===== src/rtl/dfdd_pkg.sv =====
// Shared dfdd depth-stream constants and types.
// Also holds the saturating increment used by the statistics counters.
package dfdd_pkg;

   localparam logic [15:0] FP16_MASKED = 16'h7FFF;

   typedef enum logic [1:0] {
      NO_REF,
      REF,
      EXHAUSTED
   } fill_state_t;

   function automatic logic [31:0] sat_inc(
      input logic [31:0] v,
      input logic        inc
   );
      return (inc && (v != 32'hFFFF_FFFF)) ? v + 32'd1 : v;
   endfunction

endpackage


===== src/rtl/sat_counter32.sv =====
// 32-bit saturating event counter with clear-and-restart.
// o_total already includes the current increment, so it is the frame total.
module sat_counter32
   import dfdd_pkg::*;
(
   input  logic        i_clk,
   input  logic        i_rst_n,
   input  logic        i_inc,
   input  logic        i_clr,
   output logic [31:0] o_total
);

   logic [31:0] r_cnt;

   assign o_total = sat_inc(r_cnt, i_inc);

   always_ff @(posedge i_clk or negedge i_rst_n) begin
      if (!i_rst_n) begin
         r_cnt <= '0;
      end else if (i_clr) begin
         r_cnt <= '0;
      end else begin
         r_cnt <= o_total;
      end
   end

endmodule


===== src/rtl/masked_fill_fp16.sv =====
// Row-wise hole filler for the dfdd depth stream.
// Masked pixels take the last accepted row value for up to MAX_RUN pixels.
module masked_fill_fp16
   import dfdd_pkg::*;
#(
   parameter int unsigned MAX_RUN = 8
) (
   input  logic        clk_i,
   input  logic        rst_i,
   input  logic [15:0] data_i,
   input  logic [15:0] confidence_i,
   input  logic [15:0] col_i,
   input  logic [15:0] row_i,
   input  logic        valid_i,
   input  logic [15:0] image_width_i,
   input  logic [15:0] image_height_i,
   output logic [15:0] data_o,
   output logic [15:0] confidence_o,
   output logic [15:0] col_o,
   output logic [15:0] row_o,
   output logic        valid_o,
   output logic [31:0] filled_count_o,
   output logic [31:0] dropped_count_o,
   output logic        stats_valid_o
);

   localparam int RW = $clog2(MAX_RUN + 1);
   localparam logic [RW-1:0] RUN_MAX = RW'(MAX_RUN);

   fill_state_t   r_state;
   fill_state_t   w_state_eff;
   fill_state_t   w_state_nxt;
   logic [15:0]   r_ref;
   logic [15:0]   w_ref_nxt;
   logic [15:0]   w_data;
   logic [RW-1:0] r_run;
   logic [RW-1:0] w_run_nxt;
   logic          w_masked;
   logic          w_inc_f;
   logic          w_inc_d;
   logic          w_frame_end;
   logic [31:0]   w_filled_tot;
   logic [31:0]   w_dropped_tot;

   assign w_masked = (data_i == FP16_MASKED);

   assign w_frame_end = valid_i
      && (col_i == image_width_i - 16'd1)
      && (row_i == image_height_i - 16'd1);

   // Column 0 never inherits a reference from the previous row.
   always_comb begin
      w_state_eff = (col_i == 16'd0) ? NO_REF : r_state;
      w_state_nxt = w_state_eff;
      w_ref_nxt   = r_ref;
      w_run_nxt   = r_run;
      w_data      = data_i;
      w_inc_f     = 1'b0;
      w_inc_d     = 1'b0;
      if (!w_masked) begin
         w_state_nxt = REF;
         w_ref_nxt   = data_i;
         w_run_nxt   = '0;
      end else if (w_state_eff == REF && r_run < RUN_MAX) begin
         w_data    = r_ref;
         w_run_nxt = r_run + 1'b1;
         w_inc_f   = 1'b1;
      end else begin
         w_data  = FP16_MASKED;
         w_inc_d = 1'b1;
         if (w_state_eff == REF) begin
            w_state_nxt = EXHAUSTED;
         end
      end
   end

   sat_counter32 u_filled (
      .i_clk   (clk_i),
      .i_rst_n (rst_i),
      .i_inc   (valid_i & w_inc_f),
      .i_clr   (w_frame_end),
      .o_total (w_filled_tot)
   );

   sat_counter32 u_dropped (
      .i_clk   (clk_i),
      .i_rst_n (rst_i),
      .i_inc   (valid_i & w_inc_d),
      .i_clr   (w_frame_end),
      .o_total (w_dropped_tot)
   );

   always_ff @(posedge clk_i or negedge rst_i) begin
      if (!rst_i) begin
         r_state         <= NO_REF;
         r_ref           <= '0;
         r_run           <= '0;
         data_o          <= '0;
         confidence_o    <= '0;
         col_o           <= '0;
         row_o           <= '0;
         valid_o         <= 1'b0;
         filled_count_o  <= '0;
         dropped_count_o <= '0;
         stats_valid_o   <= 1'b0;
      end else begin
         data_o        <= valid_i ? w_data : data_i;
         confidence_o  <= confidence_i;
         col_o         <= col_i;
         row_o         <= row_i;
         valid_o       <= valid_i;
         stats_valid_o <= w_frame_end;
         if (valid_i) begin
            r_state <= w_frame_end ? NO_REF : w_state_nxt;
            r_ref   <= w_ref_nxt;
            r_run   <= w_run_nxt;
         end
         if (w_frame_end) begin
            filled_count_o  <= w_filled_tot;
            dropped_count_o <= w_dropped_tot;
         end
      end
   end

endmodule


===== config.mk =====
export PLATFORM = sky130hd
export DESIGN_NAME = masked_fill_fp16
export DESIGN_NICKNAME = d
export VERILOG_FILES = /design/src/rtl/dfdd_pkg.sv /design/src/rtl/sat_counter32.sv /design/src/rtl/masked_fill_fp16.sv
export SDC_FILE = /design/constraint.sdc
export NUM_CORES = 1
export LEC_CHECK = 0
export CORE_UTILIZATION = 40
export DETAILED_ROUTE_END_ITERATION = 16
export MAX_ROUTING_LAYER = met4
export PLACE_DENSITY = 0.69
export SYNTH_ARGS = -nofsm -noshare
export SYNTH_HDL_FRONTEND = slang
export SYNTH_SLANG_ARGS = --single-unit

===== constraint.sdc =====
create_clock -name clk_i -period 2.5 [get_ports clk_i]
set_input_delay 0.5 -clock clk_i [delete_from_list [all_inputs] [get_ports clk_i]]
set_output_delay 0.5 -clock clk_i [all_outputs]
set_load 0.03 [all_outputs]

### Word-level counts from Yosys, hierarchy flattened

Cells that the tools add are included.

| storage, ports and cells | value |
|---|---|
| output and inout port bits | 130 |
| memory bits (read-only) | 0 |
| memory bits (writable) | 0 |
| flip-flop bits (word level) | 216 |
| memories kept | 0 |
| latch bits | 0 |
| logic and storage cells | 55 |

| operators by class | value |
|---|---|
| $mul | 0 |
| mux-type cells | 18 |
| div/mod/pow operators | 0 |
| add/sub/neg operators | 5 |
| equal/unequal tests | 7 |
| shifts and indexed selects | 0 |
| bitwise logic cells | 3 |
| $lt $le $gt $ge | 1 |
| reduce and logical (&&, ||, !) cells | 8 |

Operators with widths:

| cell | number |
|---|---|
| 2-to-1 mux 32 bit | 4 |
| adder 32 x 1 -> 32 bit (second input constant) | 2 |
| != test 32 bit (second input constant) | 2 |
| 2-to-1 mux 16 bit | 3 |
| == test 16 bit | 2 |
| subtractor 16 x 1 -> 16 bit (second input constant) | 2 |
| == test 16 x 15 -> 1 bit (second input constant) | 1 |
| zero test 16 bit | 1 |
| 2-to-1 mux 2 bit | 5 |
| 2-to-1 mux 4 bit | 2 |
| logical AND 1 bit | 5 |
| adder 4 x 1 -> 4 bit (second input constant) | 1 |
| less-than comparator 4 bit (second input constant) | 1 |
| 2-to-1 mux 1 bit | 4 |
| AND reduction 2 bit | 2 |
| bitwise AND 1 bit | 2 |
| == test 2 x 1 -> 1 bit (second input constant) | 1 |
| != test 2 x 1 -> 1 bit (second input constant) | 1 |
| NOT 1 bit | 1 |

### Logic depth before layout (Yosys ltp)

| logic depth | value |
|---|---|
| word-level depth | 10 |
| depth in mapped cells | 13 |

### By module

Synthesis repeated with hierarchy kept, for this count alone.

| second synthesis, totals | value |
|---|---|
| cells, all modules | 897 |
| area, all modules | 10443.8 sq um |

By module, submodules not included:

| module | cells an instance | times used | area each (sq um) |
|---|---|---|---|
| masked_fill_fp16 | 471 | 1 | 6457.4 |
| sat_counter32 | 213 | 2 | 1993.2 |

### Worst setup path before layout

No wires, ideal clock.

| timing | value |
|---|---|
| path type | input port to flip-flop |
| start point | input port image_height_i[0] |
| end point | register r_state[1] |
| arrival | 2.891 ns |
| required time | 2.363 ns |
| buffers on the path | 3 |
| library setup time | 0.137 ns |
| stages on the path | 13 |
| slack | -0.528 ns |
| path through | inv_1 > ha_1 > or4b_1 > buf_2 > nor3_1 > nor4b_1 > mux2_2 > nand3_1 > or4b_4 > buf_6 > buf_6 > nand3_2 > a21oi_1 |

| on the way | value |
|---|---|
| cells in the longest elaborated chain, start to end | 4 |

RTL lines:

| element | RTL line | text |
|---|---|---|
| start: declaration | masked_fill_fp16.sv:16 | `input logic [15:0] image_height_i,` |
| subtractor 16 x 1 -> 16 bit | masked_fill_fp16.sv:49 | `&& (row_i == image_height_i - 16'd1);` |
| == test 16 bit | masked_fill_fp16.sv:49 |  |
| logical AND 1 bit | masked_fill_fp16.sv:49 |  |
| 2-to-1 mux 2 bit | masked_fill_fp16.sv:114 | `r_state <= w_frame_end ? NO_REF : w_state_nxt;` |
| end signal: assignment | masked_fill_fp16.sv:114 |  |
| end: declaration | masked_fill_fp16.sv:30 | `fill_state_t r_state;` |

No other way between the ends.
A chain may end at the register's enable or synchronous reset.

### Worst setup path in the final report

| timing | value |
|---|---|
| start point | input port col_i[8] |
| end point | register filled_count_o[1] |

| on the way | value |
|---|---|
| cells in the longest elaborated chain, start to end | 9 |

RTL lines:

| element | RTL line | text |
|---|---|---|
| start: declaration | masked_fill_fp16.sv:12 | `input logic [15:0] col_i,` |
| zero test 16 bit | masked_fill_fp16.sv:53 | `w_state_eff = (col_i == 16'd0) ? NO_REF : r_state;` |
| 2-to-1 mux 2 bit | masked_fill_fp16.sv:53 |  |
| == test 2 x 1 -> 1 bit | masked_fill_fp16.sv:64 | `end else if (w_state_eff == REF && r_run < RUN_MAX) begin` |
| logical AND 1 bit | masked_fill_fp16.sv:64 |  |
| 2-to-1 mux 1 bit | masked_fill_fp16.sv:64 |  |
| 2-to-1 mux 1 bit | masked_fill_fp16.sv:60 | `if (!w_masked) begin` |
| bitwise AND 1 bit | masked_fill_fp16.sv:80 | `.i_inc (valid_i & w_inc_f),` |
| logical AND 1 bit | dfdd_pkg.sv:17 | `return (inc && (v != 32'hFFFF_FFFF)) ? v + 32'd1 : v;` |
| 2-to-1 mux 32 bit | dfdd_pkg.sv:17 |  |
| end signal: assignment | masked_fill_fp16.sv:119 | `filled_count_o <= w_filled_tot;` |
| end: declaration | masked_fill_fp16.sv:22 | `output logic [31:0] filled_count_o,` |

Several ways; a longest one is shown, not always the timed one.

==> run metrics <==
status finished with violations; failing checks design-rule violations, negative setup slack; DRC 1; Fillers about 1800; register area 5410 um^2; reg2reg setup slack -0.11 ns; Max-Slew Margin vs Limit 62.1%; Syn-to-layout area delta 65.9%; initial antenna violation count 0; core area roughly 23000 um^2; final-stage net count ~1400; CP max FO 8; clk sink count about 220; Leak Pwr 6.64 nW; largest net degree at the start of global routing 73; IO Count 229; top cells by count, synth 216 x dfrtp_1, 104 x nor2_1, 99 x nand2_1; total power roughly 8 mW; Synth top area share between 50% and 60%; WL final around 28000 um; 1st-pass router iterations 10; Worst Hold Class input port to flip-flop; dominant synthesized flop cell dfrtp_1; Critical Path RT between 2 and 3 ns; global route total overflow 0; Clock transition at path regs around 0.06 ns; Switching Share a little under a quarter; Critical-path top delay cell or4b_4; Die Y-Extent 156 um; Port-buffer cells ~230; Least-Margin Pin Slew roughly 0.57 ns; post-layout min period about 2.8 ns; cell with the most instances after synthesis dfrtp_1; DRT iter0 DRCs 261; CP cell instances clkdlybuf4s50_1 > xnor2_1 > buf_4 > or3b_2 > o311ai_2 > nand4_1 > or4b_4 > buf_12 > clkbuf_16 > nand2_2 > o21ai_1; max frequency between 0.3 and 0.4 GHz; wire per inst approximately 18 um; Syn Nets 978; top cells by area, synth dfrtp_1 57%, xnor2_1 5.6%, nor2_1 4.1%; Critical Path Max Stage Delay 0.60 ns; Clock Power Share 43.6%; row count 56; Finish-stage setup viols 130; Logic pwr share between 10% and 20%; CTS Root Cell clkbuf_16; Syn Inst Count about 900; Synth Cell Area approximately 9500 um^2; Top delay family on crit path simple AND/OR/NAND/NOR gates; HPWL Detailed 17700 um; crit path capture type flip-flop; final clock skew about 0.016 ns; Critical path buffers and inverters 4; Post-DRT Antenna Nets 0; Die Footprint ~24000 um^2; synth unique cells 63; post-synthesis average cell area 10.9 um^2; Power Density roughly 510 nW/um^2; CP Class input port to flip-flop; Sequential Power Share about 45%; Final Cycle Share 114%; Yosys reg bits ~220; CP Launch Type input port; htree depth 1; worst vdd rail ir drop 0.509 mV; final setup TNS -32.21 ns; # diodes 0; Multi-input gate area 4910 um^2; via count 8214; fraction of layout cells with a size suffix above 1 37.0%; Max Cap Viol 0; slack of the critical path -0.344 ns; CTS tree yes; Seq/Total Area, Yosys about 57%; Hold Vio Cnt, Final 0; first-pass GRT wire length approximately 42000 um; max-slew violation count 0; Tot GR Track Use 22.0%; RSZ-0062 raised after global routing yes; CTS buffer count 25; Int Pwr slightly above 6 mW; number of synthesized flops with an enable pin 0; Critical Path AT between 3 and 4 ns; worst-skew pair later-pin latency between 0.5 and 0.6 ns; vias in the first global route between 8000 and 9000; Starting Density between 40% and 50%; Die Span X approximately 160 um; RePlAce Congestion between 0.8 and 0.9; Syn. warnings 0; post-DR vias/cell 5.09; FFs w/ async S/R, synth 100%; clk buf depth 3; Psw around 1.9 mW; Yosys top cell by area dfrtp_1
==> final timing paths <==
check | start | endpoint | depth (start not counted)
worst max-delay path | col_i[8] | filled_count_o[1] | 11
worst min-delay path | row_i[0] | row_o[0] | 1
worst max register to register | u_dropped.r_cnt[2] | dropped_count_o[17] | 8
worst min register to register | r_ref[15] | data_o[15] | 1
max in group asynchronous | rst_i | filled_count_o[0] | 3
min in group asynchronous | rst_i | confidence_o[1] | 2
==> state kept, by name, summed over array words and instances, names as in the netlist, 32 cells and up <==
signal	cells
u_filled.r_cnt	32
dropped_count_o	32
u_dropped.r_cnt	32
filled_count_o	32
==> metrics by stage <==
stage	hold slack [ns]	worst slack [ns]	utilization [%]	cell area, um^2	cells
final	0.255	-0.344	67.6	15800	1615
after CTS	0.242	-0.205	62.8	14700	1600
after global routing	0.269	-0.400	67.6	15800	1615
after detailed placement	0.464	-1.25	56.6	13200	1526
after global placement	0.458	-1.20	56.6	13200	1526
after floorplan	0.204	-0.422	-	9720	874
==> worst reg2reg max path, cell delays in order (launching register included) <==
cell	delay (ns)
dfrtp_1	0.41
nand4_1	0.18
or3_1	0.41
or3_1	0.45
o211a_1	0.32
and2_1	0.23
nand3_1	0.15
xor2_2	0.26
o21ai_2	0.09
==> timing repair <==
item                                   in CTS  in global routing
pin swaps                                  27                 99
setup buffers                              21                  6
hold buffers                                1                  0
endpoints found under the hold margin      67                  0
resized for setup                         138                230
gates cloned                                9                 16
setup endpoints to repair                 131                130
==> cell usage in the layout, fill, tap and decap left out, types with 6 or more instances in the layout <==
| cell type | n |
|---|---|
| xnor2_2 | 7 |
| dlymetal6s2s_1 | 6 |
| nand2_2 | 15 |
| and3_1 | 17 |
| nor2_4 | 27 |
| nor2_1 | 52 |
| nor4_1 | 8 |
| clkbuf_16 | 35 |
| nand3_1 | 40 |
| xnor2_1 | 54 |
| o21ai_2 | 50 |
| o21a_1 | 16 |
| o21ai_1 | 16 |
| inv_1 | 16 |
| dfrtp_1 | 216 |
| buf_6 | 18 |
| nand2_4 | 49 |
| nand2_1 | 35 |
| clkdlybuf4s50_1 | 185 |
| or4_4 | 6 |
| nor3_1 | 15 |
| nor2_2 | 25 |
| nand4_1 | 22 |
| xor2_2 | 8 |
| buf_12 | 16 |
| buf_4 | 130 |
| nor4_2 | 6 |
| dlygate4sd2_1 | 20 |
| buf_16 | 6 |
| xor2_1 | 35 |
| mux2_2 | 17 |
==> power by group through the flow <==
stage                     combinational [mW]  clock, mW  sequential, mW
after floorplan                        0.204          0            3.78
after global placement                 0.877          0            3.67
after detailed placement               0.887          0            3.67
after CTS                              0.910       3.60            3.61
after global routing                   0.987       3.74            3.61
final                                  0.919       3.51            3.61
==> logic make-up after synthesis <==
family	count (synthesis)	share of synthesized area, %
AOI/OAI and AO/OA	118	8.64
xor gates and xnor gates	104	9.56
adders and majority gates	5	0.657
buffers and inverters	50	3.14
DFF	216	56.7
muxes	20	2.34
and+or+nand+nor	361	18.9
==> layout make-up <==
type	instances	share of cell area, %
multi-input cells	608	31.1
repair buffers	409	26.6
inverters	20	0.665
flip-flops and latches	216	34.2
clock inverters	9	0.491
clock buffers	34	4.49
well taps	319	2.52
==> routing by layer <==
metal	global-route usage [%]	share of wire (%)
met4	5.60	2.4
met3	5.43	6.5
met2	37.1	51
met1	26.4	40
met5	-	0
No activity file was read; power rests on OpenSTA's default activity.
